[config.mk]
export PLATFORM = sky130hd
export DESIGN_NAME = pc_sequencer
export DESIGN_NICKNAME = d
export VERILOG_FILES = /design/src/rtl/pc_sequencer.sv
export SDC_FILE = /design/constraint.sdc
export NUM_CORES = 1
export LEC_CHECK = 0
export ABC_AREA = 1
export CAP_MARGIN = 20
export CORE_MARGIN = 4
export CORE_UTILIZATION = 30
export DETAILED_ROUTE_END_ITERATION = 6
export DONT_BUFFER_PORTS = 1
export PLACE_DENSITY_LB_ADDON = 0.1
export SLEW_MARGIN = 15
export SYNTH_ARGS = -nofsm -noshare
export SYNTH_HDL_FRONTEND = slang
export SYNTH_SLANG_ARGS = --single-unit
[constraint.sdc]
create_clock -name CLK -period 2.55 [get_ports CLK]
set_clock_uncertainty 0.15 [all_clocks]
set_input_delay 0.255 -clock CLK [delete_from_list [all_inputs] [get_ports CLK]]
set_output_delay 0.255 -clock CLK [all_outputs]
set_load 0.01 [all_outputs]
[src/rtl/pc_sequencer.sv]
// rtl/pc_sequencer.sv - program counter owner and fetch/decode/execute sequencer
module pc_sequencer #(
  parameter int PC_W        = 10,
  parameter int INSTR_W     = 9,
  parameter int PGM_LEN     = 64,
  parameter int BR_OFFSET   = 7,
  parameter int JMP_BACK    = 14,
  parameter int ACK_TIMEOUT = 15
) (
  input  logic               CLK,
  input  logic               init_n,
  input  logic               start,
  output logic               imem_req,
  output logic [PC_W-1:0]    imem_addr,
  input  logic               imem_ack,
  input  logic [INSTR_W-1:0] imem_data,
  output logic [INSTR_W-1:0] instr,
  output logic               instr_valid,
  input  logic               exec_done,
  input  logic               branch_en,
  input  logic               jump_en,
  input  logic               halt_req,
  output logic [PC_W-1:0]    PC,
  output logic               halt,
  output logic               trap,
  output logic [2:0]         state,
  output logic [15:0]        instr_count
);

  typedef enum logic [2:0] {
    S_IDLE   = 3'd0,
    S_FETCH  = 3'd1,
    S_DECODE = 3'd2,
    S_EXEC   = 3'd3,
    S_HALT   = 3'd4
  } state_t;

  localparam int TW = (ACK_TIMEOUT > 2) ? $clog2(ACK_TIMEOUT) : 1;
  localparam logic [TW-1:0]   TO_LAST = TW'(ACK_TIMEOUT - 1);
  localparam logic [PC_W:0]   BR_W    = (PC_W+1)'(BR_OFFSET);
  localparam logic [PC_W:0]   JMP_W   = (PC_W+1)'(JMP_BACK);
  localparam logic [PC_W:0]   PGM_LIM = (PC_W+1)'(PGM_LEN);

  state_t          st;
  logic [TW-1:0]   tcnt;
  logic [PC_W:0]   pc_ext;
  logic [PC_W:0]   nxt;
  logic            jump_ok;

  assign state     = st;
  assign imem_req  = (st == S_FETCH);
  assign imem_addr = PC;
  assign pc_ext    = {1'b0, PC};
  assign jump_ok   = (pc_ext >= JMP_W);

  // One bit wider than PC so running off the end shows up as a carry, not a wrap.
  always_comb begin
    nxt = pc_ext + {{PC_W{1'b0}}, 1'b1};
    if (branch_en)
      nxt = pc_ext + BR_W;
    else if (jump_en)
      nxt = pc_ext - JMP_W;
  end

  always_ff @(posedge CLK) begin
    if (!init_n) begin
      st          <= S_IDLE;
      PC          <= '0;
      instr       <= '0;
      instr_valid <= 1'b0;
      halt        <= 1'b0;
      trap        <= 1'b0;
      instr_count <= '0;
      tcnt        <= '0;
    end else begin
      instr_valid <= 1'b0;
      case (st)
        S_IDLE: begin
          if (start)
            st <= S_FETCH;
        end
        S_FETCH: begin
          if (imem_ack) begin
            instr       <= imem_data;
            tcnt        <= '0;
            instr_valid <= 1'b1;
            st          <= S_DECODE;
          end else if (tcnt == TO_LAST) begin
            tcnt <= '0;
            trap <= 1'b1;
            halt <= 1'b1;
            st   <= S_HALT;
          end else begin
            tcnt <= tcnt + 1'b1;
          end
        end
        S_DECODE: st <= S_EXEC;
        S_EXEC: begin
          if (exec_done) begin
            if (instr_count != 16'hFFFF)
              instr_count <= instr_count + 16'd1;
            if (halt_req) begin
              halt <= 1'b1;
              st   <= S_HALT;
            end else if (!branch_en && jump_en && !jump_ok) begin
              trap <= 1'b1;
              halt <= 1'b1;
              st   <= S_HALT;
            end else if (nxt >= PGM_LIM) begin
              PC   <= nxt[PC_W-1:0];
              halt <= 1'b1;
              st   <= S_HALT;
            end else begin
              PC <= nxt[PC_W-1:0];
              st <= S_FETCH;
            end
          end
        end
        S_HALT: st <= S_HALT;
        default: st <= S_IDLE;
      endcase
    end
  end

endmodule

### Word-level counts from Yosys, hierarchy flattened

Index checks and enable logic that the tools add are counted.

* input bits: 17
* flip-flop bits (word level): 45
* logic and storage cells: 68
* output and inout bits: 52

* bitwise operators: 2
* $add $sub $neg: 5
* equality and inequality tests: 14
* reductions and logical operators: 13
* magnitude comparators: 2
* mux-type cells: 24

Operators with widths (number)
* $mux W11: 2
* $mux W3: 7
* $add A16 B1 Y16 const B: 1
* $ne A16 B16 Y1 const B: 1
* $pmux W3 S5: 1
* $add A10 B1 Y11 const B: 1
* $add A10 B3 Y11 const B: 1
* $ge A11 B7 Y1 const B: 1
* $sub A10 B4 Y11 const B: 1
* $ge A10 B4 Y1 const B: 1
* $mux W1: 10
* $ne A2 B2 Y1 const B: 5
* $mux W4: 2
* $eq A3 B2 Y1 const B: 2
* $reduce_and A3 Y1: 2
* $reduce_and A6 Y1: 1
* $reduce_and A5 Y1: 1
* $add A4 B1 Y4 const B: 1
* $eq A4 B4 Y1 const B: 1
* $ne A4 B4 Y1 const B: 1
* $pmux W1 S2: 2
* $reduce_and A2 Y1: 2
* $reduce_and A4 Y1: 1
* $eq A3 B1 Y1 const B: 1
* other kinds (8): 11

### Longest topological paths before layout

* depth after elaboration: 9
* gate-level depth with buffers: 16
* gate-level depth less buffers: 16

### Worst setup path after synthesis

No wires, ideal clock.

* path kind: register -> register
* from: reg PC[1]
* to: reg halt
* path slack: 574 ps
* library setup time: 128 ps
* clock period less this slack: 1976 ps
* cell stages (with the launch flop): 15
* arrival time: 1699 ps
* required time: 2272 ps
* path buffers: 0
* cell sequence: dfxtp_1 inv_1 ha_1 nand2_2 nand2_2 nand2_2 nand3_1 nand2_1 nand2_1 nand2_1 nand2_1 nor2_2 nand3_2 a21oi_1 nor2_1

* cells in the longest elaborated chain, start to end: 7
* elaborated cells between the ends (all ways): 15
* those cells by class: add/sub (3); order compare (2); eq/ne (1); mux (6); reduce/logical (3)

RTL lines
* start: declaration: RTL line 23 `output logic [PC_W-1:0] PC,`
* start signal: assignment: RTL line 110 `PC <= nxt[PC_W-1:0];`
* start signal: assignment: RTL line 114 `PC <= nxt[PC_W-1:0];`
* parallel branches: the longest is 7 deep, another holds $add A10 B1 Y11
* end signal: assignment: RTL line 103 `halt <= 1'b1;`
* end signal: assignment: RTL line 107 `halt <= 1'b1;`
* end signal: assignment: RTL line 111 `halt <= 1'b1;`
* end: declaration: RTL line 24 `output logic halt,`

Parallel ways; which one is timed is not known. The select of a mux whose other input is x is not followed.
A chain may end at the register's enable or synchronous reset.

### Final worst setup path

Same ends and word-level chain as after synthesis.

==> flow_summary.html <==
<table>
<tr><th>Metric</th><th>Value</th></tr>
<tr><th colspan="2">Worst setup path</th></tr>
<tr><td>Worst setup path endpoint</td><td>halt</td></tr>
<tr><td>End of the worst register-to-register path</td><td>halt</td></tr>
<tr><td>Data arrival at the endpoint of the critical path</td><td>2190 ps</td></tr>
<tr><td>Crit-path max cell delay</td><td>360 ps</td></tr>
<tr><td>Required time reported for the critical path endpoint</td><td>2580 ps</td></tr>
<tr><td>Critical path's most frequent cell</td><td>sky130_fd_sc_hd__nand2_1</td></tr>
<tr><td>Critical-path cell list</td><td>buf_4 &gt; ha_1 &gt; nand2_1 &gt; nand2_1 &gt; o21ai_0 &gt; nand3_1 &gt; nand2_1 &gt; nand2_1 &gt; nor2_2 &gt; nand3_2 &gt; a21oi_1 &gt; nor2_1</td></tr>
<tr><td>R2r startpoint</td><td>PC[1]</td></tr>
<tr><td>Setup crit end kind</td><td>register</td></tr>
<tr><td>Worst reg-to-reg path cell count</td><td>12</td></tr>
<tr><td>Worst Path Class, Setup</td><td>register to register</td></tr>
<tr><td>Critical Path Start Type</td><td>register</td></tr>
<tr><td>Maximum net fanout on the critical path</td><td>5</td></tr>
<tr><td>Slowest cell on the critical path</td><td>sky130_fd_sc_hd__dfxtp_1</td></tr>
<tr><td>Startpoint of the most critical setup path</td><td>PC[1]</td></tr>
<tr><td>Worst reg2reg setup slack</td><td>400 ps</td></tr>
<tr><th colspan="2">Cells and area</th></tr>
<tr><td>Number of filler instances in the final layout</td><td>~910</td></tr>
<tr><td>Post-layout nets</td><td>about 420</td></tr>
<tr><td>Area occupied by registers</td><td>901 um^2</td></tr>
<tr><td>Area of all placed cells without fillers</td><td>3020 um^2</td></tr>
<tr><td>Number of antenna cells inserted</td><td>0</td></tr>
<tr><td>Area used by multi-input combinational logic</td><td>1490 um^2</td></tr>
<tr><td>Fraction of layout cells with a size suffix above 1</td><td>13.6%</td></tr>
<tr><td>Area overhead of the layout relative to synthesis</td><td>12.6%</td></tr>
<tr><th colspan="2">Synth</th></tr>
<tr><td>Number of nets produced by synthesis</td><td>approximately 410</td></tr>
<tr><td>Main area contributors after synthesis</td><td>sky130_fd_sc_hd__dfxtp_1 34%, sky130_fd_sc_hd__nand2_1 10%, sky130_fd_sc_hd__nor2_1 7.7%, sky130_fd_sc_hd__o21ai_0 5.0%, sky130_fd_sc_hd__inv_1 4.9%</td></tr>
<tr><td>Post-Synthesis Cells</td><td>387</td></tr>
<tr><td>Portion of synthesized cell area occupied by the leading cell type</td><td>33.6%</td></tr>
<tr><td>Per-instance average area after synthesis</td><td>6.92 um^2</td></tr>
<tr><td>Share of synthesized area occupied by flip-flops and latches</td><td>about a third</td></tr>
<tr><td>Main flop type after synthesis</td><td>sky130_fd_sc_hd__dfxtp_1</td></tr>
<tr><td>Distinct cell type count of the synthesized netlist</td><td>42</td></tr>
<tr><td>Synth top cells by count</td><td>73 x sky130_fd_sc_hd__nand2_1, 55 x sky130_fd_sc_hd__nor2_1, 45 x sky130_fd_sc_hd__dfxtp_1, 35 x sky130_fd_sc_hd__inv_1, 27 x sky130_fd_sc_hd__o21ai_0</td></tr>
<tr><td>Share of flip-flops with an asynchronous set or reset after synthesis</td><td>0%</td></tr>
<tr><td>Post-synthesis sequential element count</td><td>45</td></tr>
<tr><td>Total standard cell area after synthesis</td><td>2680 um^2</td></tr>
<tr><td>Number of flops mapped to enable cells by yosys</td><td>0</td></tr>
<tr><td>Largest area contributor in the synthesized netlist</td><td>sky130_fd_sc_hd__dfxtp_1</td></tr>
<tr><td>Yosys warns</td><td>0</td></tr>
<tr><td>Most used standard cell by instance count after synthesis</td><td>sky130_fd_sc_hd__nand2_1</td></tr>
<tr><th colspan="2">GRT</th></tr>
<tr><td>First-pass GRT wire length</td><td>11500 um</td></tr>
<tr><td>Antenna violations before repair</td><td>0</td></tr>
<tr><td>Remaining Overflow, GRT</td><td>0</td></tr>
<tr><td>All-layer global routing usage</td><td>13.9%</td></tr>
<tr><td>Vias in the first global route</td><td>between 2000 and 2500</td></tr>
<tr><td>Pin count of the biggest net entering global routing</td><td>27</td></tr>
<tr><th colspan="2">Power</th></tr>
<tr><td>Share of total power in sequential cells</td><td>46.4%</td></tr>
<tr><td>Cell internal power dissipation</td><td>1.25 mW</td></tr>
<tr><td>Leakage power total</td><td>1.25 nW</td></tr>
<tr><td>Clock power share</td><td>a little under two fifths</td></tr>
<tr><td>Maximum VDD drop</td><td>about 400 uV</td></tr>
<tr><td>Combinational power share</td><td>between 15 and 20%</td></tr>
<tr><td>Power density over the cells</td><td>597 nW/um^2</td></tr>
<tr><td>Fraction of power spent switching nets</td><td>30.4%</td></tr>
<tr><td>Sw Pwr</td><td>around 0.55 mW</td></tr>
<tr><th colspan="2">Place</th></tr>
<tr><td>Placer Congestion</td><td>0.831</td></tr>
<tr><td>Half-perimeter wire length after placement</td><td>5400 um</td></tr>
<tr><td>Area after detailed placement</td><td>2780 um^2</td></tr>
<tr><td>Count of port buffers added during placement</td><td>0</td></tr>
<tr><th colspan="2">Clock network</th></tr>
<tr><td>CTS buffer count</td><td>5</td></tr>
<tr><td>Later-pin clock latency in the skew report</td><td>300 ps</td></tr>
<tr><td>H-tree level count</td><td>2</td></tr>
<tr><td>Number of clock sinks</td><td>45</td></tr>
<tr><td>TritonCTS clock tree</td><td>done</td></tr>
<tr><td>Cells resized by post-CTS repair</td><td>0</td></tr>
<tr><td>Number of buffers on the longest clock path</td><td>2</td></tr>
<tr><td>Clock transition time at the flip-flop clock pins of the worst setup and hold paths</td><td>approximately 90 ps</td></tr>
<tr><td>Library cell used as clock root buffer</td><td>sky130_fd_sc_hd__clkbuf_8</td></tr>
<tr><th colspan="2">Run</th></tr>
<tr><td>Number of max-cap violations</td><td>0</td></tr>
<tr><th colspan="2">Drt</th></tr>
<tr><td>DRC violation total after the first TritonRoute iteration</td><td>96</td></tr>
<tr><td>Average detailed-routed wire length per instance</td><td>14.2 um</td></tr>
<tr><td>Number of optimization iterations in the first detailed-route pass</td><td>4</td></tr>
<tr><td>Residual DRC</td><td>0</td></tr>
<tr><td>Total Routed Length</td><td>7190 um</td></tr>
<tr><td>Number of vias per cell</td><td>4.89</td></tr>
<tr><td>Antenna violation net count after detailed routing</td><td>0</td></tr>
<tr><td>Via total after detailed routing</td><td>2474</td></tr>
<tr><th colspan="2">Hold path</th></tr>
<tr><td>Worst Hold Class</td><td>input pin to register</td></tr>
<tr><th colspan="2">Floorplan</th></tr>
<tr><td>Count of standard-cell rows</td><td>34</td></tr>
<tr><td>Die Span X</td><td>just over 100 um</td></tr>
<tr><td>Core box area</td><td>between 8000 and 9000 um^2</td></tr>
<tr><td>Starting density of the core</td><td>a little under a third</td></tr>
<tr><td>Area of the die</td><td>10500 um^2</td></tr>
<tr><td>Die H</td><td>~100 um</td></tr>
<tr><td>Number of primary I/O pins</td><td>69</td></tr>
<tr><th colspan="2">STA</th></tr>
<tr><td>Final Critical Period</td><td>2150 ps</td></tr>
<tr><td>Setup TNS</td><td>0 ps</td></tr>
<tr><td>Final worst-path cycle share</td><td>between 80% and 90%</td></tr>
<tr><td>Timing-limited maximum frequency</td><td>~460 MHz</td></tr>
<tr><td>Max Slew Vio Count</td><td>0</td></tr>
<tr><td>Final Hold Vio Count</td><td>0</td></tr>
<tr><td>Actual slew at the worst max-slew pin</td><td>856 ps</td></tr>
<tr><td>Setup-violating endpoint count in the final report</td><td>0</td></tr>
<tr><td>RSZ-0062 raised after global routing</td><td>no</td></tr>
<tr><td>Slew HR</td><td>about 43%</td></tr>
<tr><th colspan="2">Outcome</th></tr>
<tr><td>Outcome</td><td>complete, no violations</td></tr>
</table>
## worst min-delay path by stage
stage | from | endpoint | slack, ps | depth (start not counted)
final | imem_ack | tcnt[2] | 20 | 3
after global routing | jump_en | PC[0] | 30 | 2
after CTS | imem_ack | tcnt[2] | 10 | 3
after detailed placement | init_n | instr_count[8] | 240 | 2
after global placement | init_n | instr_count[14] | 240 | 2
after floorplan | imem_data[0] | instr[0] | 240 | 2
## critical path: cells and delay by family, from the launching register on
kind                       cells  cell delay, ps
and+or+nand+nor                8             770
AOI/OAI and AO/OA              2             400
DFF                            1             360
adders and majority gates      1             210
buffers and inverters          1             160
## kinds of logic (layout without fill, tap and decap cells)
logic type                 after synthesis  count (layout)  share of synthesized area [%]
and+or+nand+nor                        191             191                           33.2
AOI/OAI and AO/OA                       70              70                           14.9
buffers and inverters                   62              73                           10.6
DFF                                     45              45                           33.6
adders and majority gates               10              10                           4.67
xor gates and xnor gates                 9               9                           2.94
## power groups by stage
stage	sequential, mW	combinational (mW)	clock [mW]
CTS	0.836	0.302	0.685
global placement	0.853	0.284	0
detailed placement	0.850	0.284	0
floorplan	0.833	0.236	0
global route	0.844	0.350	0.715
finish	0.835	0.301	0.664
## cell usage in the layout, fill, tap and decap left out, drive strengths merged, types with 8 or more instances in the layout
master | Yosys | final
dfxtp | 45 | 45
inv | 44 | 45
nor2 | 64 | 64
nand2 | 82 | 82
o21ai | 29 | 29
a21oi | 28 | 28
nand3 | 26 | 26
nor3 | 8 | 8
ha | 10 | 10
buf | 14 | 10
dlygate4sd3 | 0 | 10
## area by class of cell
cell class                 count  share of cell area [%]
tap                          108                    4.48
timing repair buffer          20                    5.81
sequential                    45                    29.9
multi-input combinational    280                    49.5
clock inverter                 3                    2.28
clock buffer                   5                    2.28
inverter                      45                    5.77
## state kept, by name (all words and copies together) (netlist names)
signal	count
instr_count	16
PC	10
instr	9
tcnt	4
state	3
halt	1
instr_valid	1
trap	1
## repair_timing
| item | CTS | global route |
|---|---|---|
| hold buffers | 10 | 0 |
| buffers inserted | 0 | 0 |
| endpoints found under the hold margin | 26 | 0 |
## through the flow
stage                     utilization [%]  worst slack [ps]  total power [mW]  std cells  hold slack, ps
final                                34.6               395              1.80        506            16.1
after detailed placement             31.9               413              1.13        488             240
after global routing                 34.6               177              1.91        506            28.3
after global placement               31.9               435              1.14        488             236
after floorplan                         -               574              1.07        387             240
after CTS                            34.6               400              1.82        506            13.0
## per-layer routing
metal	wire length (um)	GRT usage, %	part of all wire [%]
met1	3510	19.8	49
met2	3070	20.4	43
met3	531	4.19	7.4
met4	84	3.63	1.2
met5	0	0	0
Power figures use the tool's default switching activity.
